==> src/rtl/charlieplex_keyscan.sv <==
// Charlieplexed key-matrix scanner: drives one pin low per row, samples the
// remaining pins through a 2-flop synchronizer, and debounces a key bitmap.
module charlieplex_keyscan #(
  parameter int unsigned PINCOUNT       = 4,
  parameter int unsigned SETTLE_CYCLES  = 4,
  parameter int unsigned DEBOUNCE_SCANS = 3
) (
  input  logic                               clk,
  input  logic                               rst,
  input  logic                               enable,
  input  logic [PINCOUNT-1:0]                pin_in,
  output logic [PINCOUNT-1:0]                out_en,
  output logic [PINCOUNT-1:0]                out_value,
  output logic [PINCOUNT*(PINCOUNT-1)-1:0]   keys,
  output logic                               scan_done,
  output logic                               changed
);

  localparam int unsigned KEYCOUNT = PINCOUNT * (PINCOUNT - 1);
  localparam int unsigned KEY_W    = (KEYCOUNT > 1) ? $clog2(KEYCOUNT) : 1;
  localparam int unsigned ROW_W    = (PINCOUNT > 1) ? $clog2(PINCOUNT) : 1;
  localparam int unsigned SET_W    = (SETTLE_CYCLES > 1) ? $clog2(SETTLE_CYCLES) : 1;
  localparam int unsigned CNT_W    = $clog2(DEBOUNCE_SCANS + 1);

  typedef enum logic [1:0] {
    IDLE,
    DRIVE,
    SAMPLE
  } state_t;

  // Same key numbering as the LED driver: column x senses, row y drives.
  function automatic int unsigned key_index(input int unsigned x, input int unsigned y);
    return (x > y) ? (PINCOUNT - 1) * x + y : (PINCOUNT - 1) * x + y - 1;
  endfunction

  state_t                            state, state_d;
  logic [ROW_W-1:0]                  row, row_d;
  logic [SET_W-1:0]                  settle, settle_d;
  logic [KEYCOUNT-1:0]               raw, raw_d;
  logic [KEYCOUNT-1:0]               keys_d, toggle;
  logic [KEYCOUNT-1:0][CNT_W-1:0]    cnt, cnt_d;
  logic                              scan_done_d, changed_d;
  logic [PINCOUNT-1:0]               out_en_d;
  logic [PINCOUNT-1:0]               pin_meta, pin_sync;

  // Driven pins are only ever pulled to ground.
  assign out_value = '0;

  // Next-state, sampling and debounce logic.
  always_comb begin
    state_d     = state;
    row_d       = row;
    settle_d    = settle;
    raw_d       = raw;
    keys_d      = keys;
    cnt_d       = cnt;
    scan_done_d = 1'b0;
    changed_d   = 1'b0;
    toggle      = '0;
    out_en_d    = '0;

    case (state)
      IDLE: begin
        if (enable) state_d = DRIVE;
      end
      DRIVE: begin
        if (settle == SET_W'(SETTLE_CYCLES - 1)) begin
          state_d  = SAMPLE;
          settle_d = '0;
        end else begin
          settle_d = settle + 1'b1;
        end
      end
      SAMPLE: begin
        for (int unsigned x = 0; x < PINCOUNT; x++) begin
          if (ROW_W'(x) != row) raw_d[KEY_W'(key_index(x, 32'(row)))] = ~pin_sync[x];
        end
        state_d = DRIVE;
        if (row == ROW_W'(PINCOUNT - 1)) begin
          row_d = '0;
          // Counter tracks consecutive scans disagreeing with the reported state.
          for (int unsigned k = 0; k < KEYCOUNT; k++) begin
            if (raw_d[k] == keys[k]) begin
              cnt_d[k] = '0;
            end else if (cnt[k] >= CNT_W'(DEBOUNCE_SCANS - 1)) begin
              toggle[k] = 1'b1;
              cnt_d[k]  = '0;
            end else begin
              cnt_d[k] = cnt[k] + 1'b1;
            end
          end
          keys_d      = keys ^ toggle;
          scan_done_d = 1'b1;
          changed_d   = |toggle;
        end else begin
          row_d = row + 1'b1;
        end
      end
      default: state_d = IDLE;
    endcase

    // Abort drops the partial scan but keeps keys and debounce history.
    if (!enable) begin
      state_d     = IDLE;
      row_d       = '0;
      settle_d    = '0;
      raw_d       = '0;
      keys_d      = keys;
      cnt_d       = cnt;
      scan_done_d = 1'b0;
      changed_d   = 1'b0;
    end

    if (state_d != IDLE) out_en_d[row_d] = 1'b1;
  end

  always_ff @(posedge clk) begin
    if (rst) begin
      state     <= IDLE;
      row       <= '0;
      settle    <= '0;
      raw       <= '0;
      keys      <= '0;
      cnt       <= '0;
      scan_done <= 1'b0;
      changed   <= 1'b0;
      out_en    <= '0;
      pin_meta  <= '1;
      pin_sync  <= '1;
    end else begin
      state     <= state_d;
      row       <= row_d;
      settle    <= settle_d;
      raw       <= raw_d;
      keys      <= keys_d;
      cnt       <= cnt_d;
      scan_done <= scan_done_d;
      changed   <= changed_d;
      out_en    <= out_en_d;
      pin_meta  <= pin_in;
      pin_sync  <= pin_meta;
    end
  end

endmodule

==> config.mk <==
export PLATFORM = sky130hd
export DESIGN_NAME = charlieplex_keyscan
export DESIGN_NICKNAME = d
export VERILOG_FILES = /design/src/rtl/charlieplex_keyscan.sv
export SDC_FILE = /design/constraint.sdc
export NUM_CORES = 1
export LEC_CHECK = 0
export BUFFER_PORTS_ARGS = -buffer_cell sky130_fd_sc_hd__buf_2
export CAP_MARGIN = 20
export CELL_PAD_IN_SITES_DETAIL_PLACEMENT = 1
export CELL_PAD_IN_SITES_GLOBAL_PLACEMENT = 1
export CORE_MARGIN = 10
export CORE_UTILIZATION = 40
export CTS_CLUSTER_DIAMETER = 150
export CTS_CLUSTER_SIZE = 12
export DETAILED_ROUTE_END_ITERATION = 10
export PLACE_DENSITY_LB_ADDON = 0.1
export SETUP_SLACK_MARGIN = 0.05
export SYNTH_ARGS = -nofsm -noshare
export SYNTH_HDL_FRONTEND = slang
export SYNTH_SLANG_ARGS = --single-unit
==> constraint.sdc <==
create_clock -name clk -period 5.5 [get_ports clk]
set_input_delay 0.55 -clock clk [delete_from_list [all_inputs] [get_ports clk]]
set_output_delay 0.55 -clock clk [all_outputs]
set_load 0.01 [all_outputs]
### Word-level counts from Yosys, hierarchy flattened

Cells that the tools add are included.

* register bits after elaboration: 68
* input port bits: 7
* output and inout port bits: 22

* $add $sub $neg: 21
* $lt $le $gt $ge: 25
* bitwise logic cells: 9
* eq/ne operators: 19
* reduce and logical (&&, ||, !) cells: 15
* muxes and demuxes: 105

Operators by type and width (number)
* 12-bit two-way mux: 8
* 2-bit two-way mux: 30
* 1-bit two-way mux: 54
* 12-bit bitwise mux: 4
* 2-bit by 1-bit adder with 2-bit output, second input constant: 14
* 2-bit >= comparator, second input constant: 12
* 4-bit by 5-bit less-than comparator with 1-bit output, second input constant: 4
* 1-bit demux with 4-bit select: 4
* 4-bit by 1-bit >= comparator with 1-bit output, second input constant: 4
* 1-bit == test: 12
* 4-bit two-way mux: 3
* 12-bit OR reduction: 1
* 12-bit XOR: 1
* 1-bit NOT: 8
* 4-bit by 1-bit subtractor with 4-bit output, second input constant: 2
* 2-bit == test, second input constant: 3
* 2-bit OR reduction: 3
* 1-bit logical AND: 5
* 3-bit by 2-bit adder with 4-bit output, first input constant: 1
* 4-bit by 2-bit adder with 4-bit output, first input constant: 1
* 2-bit > comparator, first input constant: 2
* 2-bit != test, first input constant: 2
* 2-bit one-hot mux with 2 select lines: 1
* 2-bit nonzero test: 2
* 13 further kinds: 13

### Logic depth before layout (Yosys ltp)

Gate-level depths: netlist (run 1).

* depth in word-level cells: 22
* gate-level depth with buffers: 9
* mapped depth without buffers: 8

### Least setup slack after synthesis (run 1)

Ideal clock, no wire load.

* path kind: register to register
* from: register row[0]
* to: register changed
* cell stages (with the launch flop): 9
* data arrival time: 2.356 ns
* period minus slack after synthesis: 2.475 ns
* required time: 5.380 ns
* setup time: 0.120 ns
* setup slack: 3.025 ns
* path buffers: 0
* cells stage by stage: dfxtp_1 > inv_1 > ha_1 > and2b_2 > mux2i_1 > xor2_1 > a2111oi_0 > o2111ai_1 > o31a_1

* word-level cells in the longest chain between the ends: 22
* elaborated cells between the ends (all ways): 101

RTL lines
* from (decl): line 37 `logic [ROW_W-1:0] row, row_d;`
* from (signal assigned): line 132 `row <= row_d;`
* branches (longest 22 deep; another with 4-bit by 5-bit less-than comparator with 1-bit output)
* to (signal assigned): line 138 `changed <= changed_d;`
* to (decl): line 16 `output logic changed`

Several ways; the timed one is not identified. The select of a mux whose other input is x is not followed.
A chain may end at the register's enable or synchronous reset.

### Final worst setup path (run 1)

Same ends and word-level chain as after synthesis.

==> flow_metrics.tcl, run 1 <==
set metrics [dict create \
    status "finished clean" \
    grt_setup_unrepaired "false" \
    max-slew-margin-rel 0.433 \
    hold_viol 0 \
    die_h_um 112 \
    cts-root-buf "clkbuf_8" \
    reg2reg_from "row[0]" \
    diodes 0 \
    die_w_um 112 \
    dpl.hpwl_mm 5.75 \
    synthArstFlopShare 0 \
    synth.avg_cell_area_um2 8.58 \
    setup_viol 0 \
    p_per_area_mw_per_mm2 259 \
    place_ws_ns 2.59 \
    grt-ovfl-total 0 \
    cts_resized 0 \
    netlist-cell-type-count 51 \
    drc_errors 0 \
    netlist_area_mm2 0.00338 \
    io_pins 29 \
    min_period_over_period 0.522 \
    final.setup.tns_ns 0 \
    vias 2741 \
    ctsHoldBuffers 0 \
    grt_usage 0.133 \
    startpoint_type "flip-flop" \
    hold_path.class "in2reg" \
    min_path_cells 2 \
    dr.pass1.iters 6 \
    clock-sinks 68 \
    cts_setup_buffers 0 \
    utilization 0.452 \
    synth_cells 394 \
    yosysWarnings 0 \
    fmax_ghz 0.349 \
    placed_cells 503 \
    vias_per_cell 5.28 \
    antenna_found_initial 0 \
    netlist.area_leader.share 0.403 \
    synth_flop_cell "dfxtp_1" \
    critPathArrivalTime_ns 3.12 \
    p_leak_nw 1.28 \
    cts_max_path_buffers 2 \
    area_growth_pct 9.77 \
    detail-route-antenna-nets 0 \
    core-area_mm2 0.00822 \
    layout-drive-gt1-share 0.150 \
    cp.required_ns 5.75 \
    die-area_mm2 0.0125 \
    holdCritStartpoint "pin_in[0]" \
    synth.yosys.seq_area_share 0.403 \
    cts.clk_slew.worst_paths_ns 0.07 \
    grt_pass1_vias 2718 \
    finalCriticalPeriod_ns 2.87 \
    numPortBuffers 24 \
    cts_made_buffers 9 \
    r2r_end "changed" \
    initial_core_util 0.411 \
    ys_ff_latch 68 \
    worst_slew_pin_slew_ns 0.850 \
    endpoint_kind "flip-flop" \
    std_cell_rows 33 \
    wl_per_cell_um 15.6 \
    gp_congestion 0.836 \
    skew_ns 0.00881 \
    final_cells 519 \
    finalWorstSetupSlack_ns 2.63 \
    clkLatencyLatePin_ns 0.35 \
    cts_htree_levels 3 \
    reg2reg_depth 8 \
    grt_pass1_wl_mm 13.9 \
    synth_commonest_cells "68 x dfxtp_1, 43 x nand2_1, 43 x nor2_1" \
    crit_fanout 10 \
    drtIter0Drc 81 \
    r2r_setup_slack_ns 2.63 \
    finalNetCount 425 \
    cts_tree "built" \
    synth_largest_area_cell "dfxtp_1" \
    slew_violations 0 \
    fill_cells 990 \
    drv_cap 0 \
    ir_drop_mv 0.130 \
    synth_area_leaders "dfxtp_1 40%, a21oi_1 6.2%, nand2_1 4.8%" \
    yosysMostFrequentCell "dfxtp_1" \
    grt_max_degree 48 \
    wl_mm 8.09 \
    min_to "pin_meta[0]" \
    totalPowerFinal_uw 960 \
    worst-setup-path-type "reg2reg" \
    synth_edf_count 0 \
]
-- placed cells by master (no fill, tap or decap), types with 3 or more instances in the layout --
master / count
dfxtp_1: 68
nor2_1: 43
nand2_1: 43
a21oi_1: 42
buf_2: 24
nand3_1: 16
xnor2_1: 15
mux2i_1: 14
inv_1: 11
nor2b_1: 9
nand3b_1: 9
or2_2: 9
ha_1: 9
clkbuf_8: 9
nor3_1: 8
a311oi_1: 8
o21ai_0: 7
nand2b_1: 6
a211oi_1: 6
mux2_2: 4
or4_1: 4
conb_1: 4
a22oi_1: 3
clkbuf_1: 3
-- routing by layer --
layer	vias to the layer above	share of wire	wire length, µm	global-route usage
li1	1386	-	-	-
met1	1307	0.50	4050	0.173
met2	36	0.45	3640	0.204
met3	12	0.032	257	0.0306
met4	0	0.018	147	0.0626
met5	-	0	0	0
-- worst max-delay path: stages (launching register included) --
cell       delay [ns]
dfxtp_1          0.57
inv_1            0.20
ha_1             0.37
nor2b_1          0.17
mux2_2           0.37
mux2i_1          0.12
a2111oi_0        0.50
o2111ai_1        0.18
o31a_1           0.29
-- where the power goes --
part | total [mW] | internal [mW] | switching (mW)
clock network | 0.438 | 0.256 | 0.183
registers | 0.499 | 0.496 | 0.00351
logic | 0.0221 | 0.00752 | 0.0146
total | 0.960 | 0.759 | 0.201
-- logic make-up (layout without fill, tap and decap cells) --
group | count (synthesis) | in the layout | share of synthesized area
AOI/OAI and AO/OA | 79 | 79 | 0.150
DFF | 68 | 68 | 0.403
and+or+nand+nor | 164 | 164 | 0.247
other | 1 | 4 | 0.00111
buffers and inverters | 36 | 53 | 0.0592
xor gates and xnor gates | 17 | 17 | 0.0441
muxes | 20 | 20 | 0.0629
adders and majority gates | 9 | 9 | 0.0333
-- worst max-delay path by stage --
| stage | from | to | slack (ns) | cells past startpoint |
|---|---|---|---|---|
| final | row[0] | changed | 2.63 | 8 |
| after global routing | row[0] | changed | 2.42 | 8 |
| after CTS | row[0] | changed | 2.59 | 8 |
| after detailed placement | row[0] | changed | 2.59 | 8 |
| after global placement | row[0] | changed | 2.73 | 8 |
| after floorplan | row[0] | changed | 3.02 | 8 |
-- layout make-up --
type	instances	area, µm²	share of cell area
multi-input cells	293	1830	0.494
clock inverters	4	73.8	0.0199
well taps	105	131	0.0354
clock buffers	12	135	0.0364
inverters	11	41.3	0.0111
flip-flops and latches	68	1360	0.367
repair buffers	26	135	0.0364
-- through the flow --
| step | hold slack, ns | area (µm²) |
|---|---|---|
| 2_1_floorplan | 0.389 | 3390 |
| 3_3_place_gp | 0.394 | 3500 |
| 3_5_place_dp | 0.395 | 3500 |
| 4_1_cts | 0.360 | 3710 |
| 5_1_grt | 0.369 | 3710 |
| 6_report | 0.380 | 3710 |
(Power assumes the default switching activity.)
==> run 2: changes to the inputs <==
==> constraint.sdc (replaced) <==
create_clock -name clk -period 2.6 [get_ports clk]
set_input_delay 0.26 -clock clk [delete_from_list [all_inputs] [get_ports clk]]
set_output_delay 0.26 -clock clk [all_outputs]
set_load 0.01 [all_outputs]
==> flow_metrics.tcl, run 2 (synthesis gave the netlist of run 1 again) <==
set metrics [dict create \
    endpoint_kind "flip-flop" \
    path_buf_inv 1 \
    detail-route-antenna-nets 0 \
    wl_mm 8.72 \
    reg2reg_depth 8 \
    clock-sinks 68 \
    cts-root-buf "clkbuf_8" \
    std_cell_rows 33 \
    r2r_end "changed" \
    die_w_um 112 \
    diodes 0 \
    gp_congestion 0.826 \
    min_period_over_period 0.939 \
    drv_cap 0 \
    p_leak_nw 1.34 \
    initial_core_util 0.411 \
    die_h_um 112 \
    holdCritStartpoint "pin_in[1]" \
    placed_cells 517 \
    die-area_mm2 0.0125 \
    ctsHoldBuffers 0 \
    multiInputGateArea_mm2 0.00187 \
    antenna_found_initial 0 \
    worstPathCellList "inv_1 > ha_1 > nor2b_1 > mux2_2 > mux2i_1 > a2111oi_2 > o2111ai_1 > o31a_1" \
    dr.pass1.iters 4 \
    wl_per_cell_um 16.4 \
    grt_setup_unrepaired "true" \
    grt_max_degree 47 \
    slew_violations 0 \
    layout_commonest_cell "dfxtp_1" \
    totalPowerFinal_mw 1.88 \
    grt_pass1_wl_mm 15.0 \
    worst_slew_pin_slew_ns 0.564 \
    max_stage_delay_ns 0.40 \
    startpoint_type "flip-flop" \
    finalNetCount 440 \
    dpl.hpwl_mm 6.36 \
    hold_path.class "in2reg" \
    io_pins 29 \
    setup_viol 0 \
    fill_cells 991 \
    r2r_setup_slack_ns 0.16 \
    vias_per_cell 5.27 \
    worst-setup-path-type "reg2reg" \
    status "finished clean" \
    cp.required_ns 2.84 \
    cts_tree "built" \
    cp_slowest_cell "dfxtp_2" \
    ff_latch_area_mm2 0.00136 \
    grt_usage 0.145 \
    drtIter0Drc 125 \
    clkLatencyLatePin_ns 0.34 \
    crit_fanout 6 \
    core-area_mm2 0.00822 \
    layout-drive-gt1-share 0.199 \
    final_cells 533 \
    numPortBuffers 24 \
    whs_ns 0.0923 \
    grt-ovfl-total 0 \
    finalCriticalPeriod_ns 2.44 \
    cts.clk_slew.worst_paths_ns 0.07 \
    cts_max_path_buffers 2 \
    min_to "pin_meta[1]" \
    drc_errors 0 \
    reg2reg_from "row[0]" \
    utilization 0.465 \
    fmax_ghz 0.410 \
    final_cell_mix "66 x dfxtp_1, 43 x nor2_1, 43 x nand2_1" \
    crit_family "compound AO/OA/AOI/OAI gates" \
    min_path_cells 2 \
    skew_ns 0.00760 \
    p_per_area_mw_per_mm2 493 \
    critPathArrivalTime_ns 2.68 \
    hold_viol 0 \
    cts_made_buffers 9 \
    vias 2809 \
    grt_pass1_vias 2935 \
    max-slew-margin-rel 0.623 \
    area_growth_pct 13.1 \
    cts_htree_levels 3 \
    ir_drop_mv 0.235 \
]
==> run 2: cell count changes in the layout (fill, tap and decap cells not counted), sizes merged <==
cell	change
buf	+15
bufinv	-2
clkbuf	+1
==> run 2: worst max-delay path by stage <==
stage,slack (ns),startpoint,cells past startpoint,to
after floorplan,0.12,row[0],8,changed
after global placement,0.009,row[0],8,changed
after detailed placement,-0.14,row[0],8,changed
after CTS,0.1,row[0],8,changed
after global routing,-0.007,row[0],8,changed
final,0.16,row[0],8,changed
==> run 2: timing repair <==
| item | 4_1_cts | 5_1_grt |
|---|---|---|
| pin swaps | 0 | 1 |
| resized for setup | 6 | 6 |
| setup buffers | 0 | 1 |
| endpoints found under the setup margin | 2 | 8 |
==> run 2: power by group <==
part	internal, mW	switching, mW
Clock	0.391	0.385
Combinational	0.0198	0.0320
Sequential	1.05	0.00754
==> run 2: layout make-up <==
cell class / instances / share of cell area
tap: 105 / 0.0344
multi-input combinational: 293 / 0.489
inverter: 11 / 0.0108
timing repair buffer: 41 / 0.0648
sequential: 68 / 0.357
clock buffer: 13 / 0.0416
clock inverter: 2 / 0.00262
==> run 2: stage by stage <==
stage          cell area (µm²)   TNS, ns  setup slack, ns
2_1_floorplan             3390         0            0.125
3_3_place_gp              3600         0          0.00879
3_5_place_dp              3600    -0.137           -0.137
4_1_cts                   3790         0           0.0998
5_1_grt                   3820  -0.00730         -0.00730
6_report                  3820         0            0.160
==> run 2: per-layer routing <==
layer,track usage,part of all wire
met2,0.239,0.47
met3,0.0322,0.029
met5,0,0
met4,0.0643,0.015
met1,0.175,0.48
==> run 2: worst register-to-register path, stage by stage (launching register included) <==
cell	delay (ns)
dfxtp_2	0.40
inv_1	0.13
ha_1	0.30
nor2b_1	0.15
mux2_2	0.37
mux2i_1	0.14
a2111oi_2	0.39
o2111ai_1	0.16
o31a_1	0.30
